==> config.mk <==
export PLATFORM = sky130hd
export DESIGN_NAME = sensor_emulator
export DESIGN_NICKNAME = d
export VERILOG_FILES = /design/src/rtl/sensor_emulator.sv
export SDC_FILE = /design/constraint.sdc
export NUM_CORES = 1
export LEC_CHECK = 0
export CAP_MARGIN = 15
export CORE_ASPECT_RATIO = 0.7
export CORE_MARGIN = 5
export CORE_UTILIZATION = 44
export DETAILED_ROUTE_END_ITERATION = 12
export PLACE_DENSITY_LB_ADDON = 0.05
export SLEW_MARGIN = 5
export SYNTH_ARGS = -nofsm -noshare
export SYNTH_HDL_FRONTEND = slang
export SYNTH_SLANG_ARGS = --single-unit
export TNS_END_PERCENT = 10
==> constraint.sdc <==
create_clock -name HCLK -period 4.4 [get_ports HCLK]
set_clock_uncertainty 0.15 [all_clocks]
set_input_delay 0.44 -clock HCLK [delete_from_list [all_inputs] [get_ports HCLK]]
set_output_delay 0.44 -clock HCLK [all_outputs]
set_load 0.005 [all_outputs]
==> src/rtl/sensor_emulator.sv <==
// AHB-Lite programmable emulator of the active-low fork and crank sensor pulse trains.
// Each channel runs its own OFF/LOW/HIGH sequencer with period and width shadowed at every falling edge.
module sensor_emulator #(
    parameter int CNT_W = 16,
    parameter int PW_W  = 8
) (
    input  logic        HCLK,
    input  logic        HRESET,
    input  logic        HSEL,
    input  logic        HREADY,
    input  logic        HWRITE,
    input  logic [31:0] HADDR,
    input  logic [31:0] HWDATA,
    input  logic [2:0]  HSIZE,
    input  logic [1:0]  HTRANS,
    output logic [31:0] HRDATA,
    output logic        HREADYOUT,
    output logic        nFork,
    output logic        nCrank
);
    localparam int XW = CNT_W + PW_W;
    localparam logic [CNT_W-1:0] CNT_ZERO = {CNT_W{1'b0}};
    localparam logic [CNT_W-1:0] CNT_ONE  = {{(CNT_W-1){1'b0}}, 1'b1};
    localparam logic [CNT_W-1:0] CNT_TWO  = {{(CNT_W-2){1'b0}}, 2'b10};

    typedef enum logic [1:0] {
        ST_OFF  = 2'd0,
        ST_LOW  = 2'd1,
        ST_HIGH = 2'd2
    } state_t;

    logic             dph_wr_r;
    logic             dph_rd_r;
    logic [1:0]       dph_addr_r;
    logic [CNT_W-1:0] per_r    [2];
    logic [CNT_W-1:0] per_nx_s [2];
    logic [PW_W-1:0]  pw_r;
    logic [PW_W-1:0]  pw_nx_s;
    logic [1:0]       en_r;
    logic [1:0]       en_nx_s;
    logic             ctrl_wr_s;
    logic [1:0]       n_s;
    logic [1:0]       active_s;
    logic [7:0]       count_s  [2];
    logic [31:0]      rdata_s;
    logic             unused_s;

    assign unused_s = ^{HSIZE, HADDR[31:4], HADDR[1:0], HTRANS[0], HWDATA[31:CNT_W]};

    // Register values as they will stand after this edge; the sequencers decide on these
    always_comb begin
        per_nx_s[0] = per_r[0];
        per_nx_s[1] = per_r[1];
        pw_nx_s     = pw_r;
        en_nx_s     = en_r;
        ctrl_wr_s   = 1'b0;
        if (dph_wr_r) begin
            case (dph_addr_r)
                2'd0: per_nx_s[0] = HWDATA[CNT_W-1:0];
                2'd1: per_nx_s[1] = HWDATA[CNT_W-1:0];
                2'd2: pw_nx_s     = HWDATA[PW_W-1:0];
                2'd3: begin
                    en_nx_s   = HWDATA[1:0];
                    ctrl_wr_s = 1'b1;
                end
                default: ctrl_wr_s = 1'b0;
            endcase
        end else begin
            ctrl_wr_s = 1'b0;
        end
    end

    // Bus address-phase capture and programmable registers
    always_ff @(posedge HCLK) begin
        if (HRESET) begin
            dph_wr_r   <= 1'b0;
            dph_rd_r   <= 1'b0;
            dph_addr_r <= 2'd0;
            per_r[0]   <= CNT_ZERO;
            per_r[1]   <= CNT_ZERO;
            pw_r       <= {PW_W{1'b0}};
            en_r       <= 2'b00;
        end else begin
            if (HREADY) begin
                dph_wr_r   <= HSEL && HTRANS[1] && HWRITE;
                dph_rd_r   <= HSEL && HTRANS[1] && !HWRITE;
                dph_addr_r <= HADDR[3:2];
            end
            per_r[0] <= per_nx_s[0];
            per_r[1] <= per_nx_s[1];
            pw_r     <= pw_nx_s;
            en_r     <= en_nx_s;
        end
    end

    for (genvar c = 0; c < 2; c++) begin : g_ch
        state_t           state_r;
        state_t           state_nx_s;
        logic [CNT_W-1:0] cnt_r;
        logic [CNT_W-1:0] per_sh_r;
        logic [CNT_W-1:0] wid_sh_r;
        logic [CNT_W-1:0] wid_eff_s;
        logic [XW-1:0]    per_x_s;
        logic [XW-1:0]    pw_x_s;
        logic             restart_s;
        logic             start_s;
        logic             n_r;
        logic             n_nx_s;
        logic [7:0]       count_r;

        assign restart_s = en_nx_s[c] && (per_nx_s[c] >= CNT_TWO);

        // Programmed width clamped to 1..P-1 so both phases last at least one cycle
        always_comb begin
            per_x_s = XW'(per_nx_s[c]);
            pw_x_s  = XW'(pw_nx_s);
            if (pw_x_s == {XW{1'b0}}) begin
                wid_eff_s = CNT_ONE;
            end else if (pw_x_s >= per_x_s) begin
                wid_eff_s = per_nx_s[c] - CNT_ONE;
            end else begin
                wid_eff_s = pw_x_s[CNT_W-1:0];
            end
        end

        // Next-state decision
        always_comb begin
            state_nx_s = state_r;
            case (state_r)
                ST_OFF: begin
                    if (restart_s) state_nx_s = ST_LOW;
                    else           state_nx_s = ST_OFF;
                end
                ST_LOW: begin
                    if (cnt_r == CNT_ZERO) state_nx_s = ST_HIGH;
                    else                   state_nx_s = ST_LOW;
                end
                ST_HIGH: begin
                    if (cnt_r != CNT_ZERO) state_nx_s = ST_HIGH;
                    else if (restart_s)    state_nx_s = ST_LOW;
                    else                   state_nx_s = ST_OFF;
                end
                default: state_nx_s = ST_OFF;
            endcase
        end

        // LOW entry strobe and next pulse level
        always_comb begin
            start_s = (state_nx_s == ST_LOW) && (state_r != ST_LOW);
            n_nx_s  = (state_nx_s == ST_LOW) ? 1'b0 : 1'b1;
        end

        // State register with registered pulse output
        always_ff @(posedge HCLK) begin
            if (HRESET) begin
                state_r <= ST_OFF;
                n_r     <= 1'b1;
            end else begin
                state_r <= state_nx_s;
                n_r     <= n_nx_s;
            end
        end

        // Phase down-counter, shadow registers and pulse count (a CTRL write clear beats an increment)
        always_ff @(posedge HCLK) begin
            if (HRESET) begin
                cnt_r    <= CNT_ZERO;
                per_sh_r <= CNT_ZERO;
                wid_sh_r <= CNT_ZERO;
                count_r  <= 8'd0;
            end else begin
                if (start_s) begin
                    cnt_r    <= wid_eff_s - CNT_ONE;
                    per_sh_r <= per_nx_s[c];
                    wid_sh_r <= wid_eff_s;
                end else if ((state_r == ST_LOW) && (cnt_r == CNT_ZERO)) begin
                    cnt_r <= per_sh_r - wid_sh_r - CNT_ONE;
                end else if (cnt_r != CNT_ZERO) begin
                    cnt_r <= cnt_r - CNT_ONE;
                end else begin
                    cnt_r <= cnt_r;
                end
                if (ctrl_wr_s)    count_r <= 8'd0;
                else if (start_s) count_r <= count_r + 8'd1;
                else              count_r <= count_r;
            end
        end

        assign n_s[c]      = n_r;
        assign active_s[c] = (state_r != ST_OFF);
        assign count_s[c]  = count_r;
    end

    // Read data is only driven during a read data phase
    always_comb begin
        rdata_s = 32'd0;
        if (dph_rd_r) begin
            case (dph_addr_r)
                2'd0: rdata_s = 32'(per_r[0]);
                2'd1: rdata_s = 32'(per_r[1]);
                2'd2: rdata_s = 32'(pw_r);
                2'd3: rdata_s = {count_s[1], count_s[0], 12'd0,
                                 active_s[1], active_s[0], en_r[1], en_r[0]};
                default: rdata_s = 32'd0;
            endcase
        end else begin
            rdata_s = 32'd0;
        end
    end

    assign HRDATA    = rdata_s;
    assign HREADYOUT = 1'b1;
    assign nFork     = n_s[0];
    assign nCrank    = n_s[1];

endmodule

==> reports/metrics.yaml <==
sta:
  worst_pin_slew_ns: 1.06
  period_minus_slack_ns: 4.17
  finalSetupTns_ns: 0
  relSlewSlack: 0.285
  rsz0062_at_grt: "false"
  setup_viol: 0
  fin_crit_sh: 0.947
  fmax_mhz: 240
  finalMaxSlewViolations: 0
  hold_viol_final: 0
worst_hold_path:
  holdCritStartpoint: "HRESET"
  hold_path_class: "primary input to flip-flop"
global_route:
  grt_use_total: 0.224
  grt_pass1_vias: 8118
  antenna_found_initial: 0
  grt_max_degree: 69
  overflow: 0
  grt_pass1_wl_um: 46200
routing:
  routed_wl_um: 29000
  wl_met1_um: 16100
  met2WireLength_um: 11000
  drc: 0
  top_layer: "met4"
  drtIter0Drc: 609
  drt_pass1_iterations: 4
  ant_nets: 0
  routedWlPerCell_um: 17.6
  vias_per_cell: 5.46
  vias: 8983
  wl_met3_um: 1700
critical_path:
  crit_arrival_ns: 4.34
  end_kind: "flip-flop"
  r2r-start: "dph_addr_r[0]$_SDFFE_PP0P_"
  cp.required_ns: 4.57
  worstSetupStartpoint: "dph_addr_r[0]$_SDFFE_PP0P_"
  critical_path.startpoint_type: "flip-flop"
  path_class: "flip-flop to flip-flop"
  crit_fanout: 16
pwr:
  p_int_mw: 2.97
  power.density_nw_per_um2: 369
  power.total_mw: 4.43
  p_leak_nw: 4.79
  clkPwrFrac: 0.340
  irDropWorstVdd_mv: 0.282
  pwr-share-comb: 0.273
  swShare: 0.330
  p_seq_frac: 0.387
  switchingPower_mw: 1.46
cells_and_area:
  drive_above_1_share: 0.110
  regArea_um2: 3280
  area_delta_synth_final_pct: 17.7
  nNetsFinal: 1445
  nFillCells: 2223
  antenna_cells: 0
  multi_input_area_um2: 6390
yosys:
  synthXorXnorAreaFrac: 0.0782
  yosysUniqueCellTypes: 75
  synth_mux_area_frac: 0.0891
  syn_inst: 1243
  synth_top_area_cell: "dfxtp_1"
  ys_top_cells_by_area: "dfxtp_1 32%, nor2_1 6.9%, mux2i_1 6.5%"
  netlist_area_um2: 10200
  yosysSeqAreaShare: 0.322
  syn_nets: 1368
  synthTopCellsByCount: "188 x nor2_1, 164 x dfxtp_1, 71 x a21oi_1"
  synth_enable_flop_cells: 0
  yosysMostFrequentCell: "nor2_1"
  synth.avg_cell_area_um2: 8.20
  synth.ff_latch_count: 164
  yosysTopAreaCellShare: 0.322
  ys_warn_count: 0
  synth-async-reset-ratio: 0
  synth_compound_area_frac: 0.171
  ys.flop_type: "dfxtp_1"
  synthSimpleGateAreaFrac: 0.222
  synth_adder_area_share: 0.0641
  synth_top_family_by_area: "simple AND/OR/NAND/NOR gates"
floorplanning:
  die_y_um: 137
  num_rows: 46
  die_width_um: 192
  start_util: 0.448
  ios: 109
  dieArea_um2: 26400
  core_area_um2: 22700
placement:
  place_congestion: 0.861
  numPortBuffers: 57
  hpwl_um: 22300
clock_tree:
  clock-sinks: 164
  clock_latency_ns: 0.44
  clk_pin_slew_ns: 0.07
  clock-root-buffer: "clkbuf_16"
  cts_buffers: 17
  htree_num_levels: 4
  cts_tree: "done"
  cts_max_path_buffers: 2
run_status:
  outcome: "completed"
flow_run:
  max-cap-violations: 0
==> cells in the final DEF (no fill, tap or decap), types with 11 or more instances in the layout <==
cell type          n
nor4_1            15
xnor2_1           48
dfxtp_1          164
nor3_1            34
nand4_1           16
ha_1              49
nor2b_1           12
a21oi_1           71
nand2b_1          16
a211oi_1          55
mux2i_1           64
nand3_1           22
mux2_2            14
and2_1            28
nand2_1           68
a31oi_1           11
xor2_1            43
clkbuf_16         17
buf_4             72
nor2_1           188
clkdlybuf4s50_1   56
o21ai_0           44
inv_1             59
==> cells by family after synthesis <==
logic type | count (synthesis)
flops | 164
compound gates | 262
xor+xnor | 91
other cells | 1
simple gates | 459
mux | 84
fa+ha+maj | 51
buf+inv | 131
==> power by group through the flow <==
stage / clock (mW) / sequential, mW / combinational, mW
2_1_floorplan: 0 / 1.72 / 0.951
5_1_grt: 1.60 / 1.73 / 1.35
3_5_place_dp: 0 / 1.74 / 1.19
3_3_place_gp: 0 / 1.74 / 1.19
4_1_cts: 1.54 / 1.71 / 1.20
6_report: 1.50 / 1.71 / 1.21
==> what timing repair did <==
| action | in CTS | in global routing |
|---|---|---|
| setup endpoints to repair | 0 | 7 |
| setup buffers | 0 | 2 |
| endpoints found under the hold margin | 0 | 0 |
| hold buffers | 0 | 0 |
| gates resized for setup | 0 | 3 |
==> metal layers <==
layer,up-vias,GRT usage
met5,-,0
met4,0,0.0383
met3,12,0.0436
met2,218,0.293
met1,4202,0.371
li1,4551,-
==> state kept, by name (all words and copies together), names as in the netlist <==
register / flops
nCrank: 1
g_ch.per_sh_r: 32
nFork: 1
g_ch.count_r: 16
g_ch.state_r: 4
g_ch.cnt_r: 32
dph_addr_r: 2
g_ch.wid_sh_r: 32
pw_r: 8
dph_wr_r: 1
en_r: 2
dph_rd_r: 1
per_r: 32
==> worst max-delay path: stages, from the launching register on <==
cell,delay [ns]
dfxtp_1,0.32
buf_4,0.20
nor3b_4,0.36
buf_4,0.21
mux2i_1,0.28
ha_1,0.29
and4_1,0.22
a221oi_1,0.29
o211ai_1,0.24
and2_1,0.25
mux2_2,0.23
nor2_1,0.05
ha_1,0.26
nor3b_2,0.18
o31ai_2,0.44
nor2_1,0.09
==> cell type report <==
type / count / share of cell area
multi-input cells: 948 / 0.533
flip-flops and latches: 164 / 0.274
repair buffers: 129 / 0.0935
clock buffers: 18 / 0.0366
well taps: 312 / 0.0325
inverters: 60 / 0.0188
clock inverters: 14 / 0.0118
==> final timing paths <==
| check | end | slack (ns) | cells past startpoint |
|---|---|---|---|
| max | g_ch[0].cnt_r[14]$_SDFFE_PP0P_ | 0.23 | 15 |
| min | g_ch[1].cnt_r[1]$_SDFFE_PP0P_ | 0.27 | 2 |
| max reg2reg | g_ch[0].cnt_r[14]$_SDFFE_PP0P_ | 0.23 | 15 |
| min reg2reg | g_ch[0].wid_sh_r[14]$_SDFFE_PP0P_ | 0.31 | 2 |
==> metrics by stage <==
stage	std cells	utilization	instance area (µm²)	hold WS (ns)	setup WS, ns
floorplan	1243	-	10200	0.278	0.0511
global placement	1611	0.501	11400	0.295	0.213
detailed placement	1611	0.501	11400	0.299	0.199
CTS	1643	0.527	12000	0.262	0.172
global route	1645	0.528	12000	0.283	0.00665
finish	1645	0.528	12000	0.268	0.232
No activity file was read; power rests on OpenSTA's default activity.
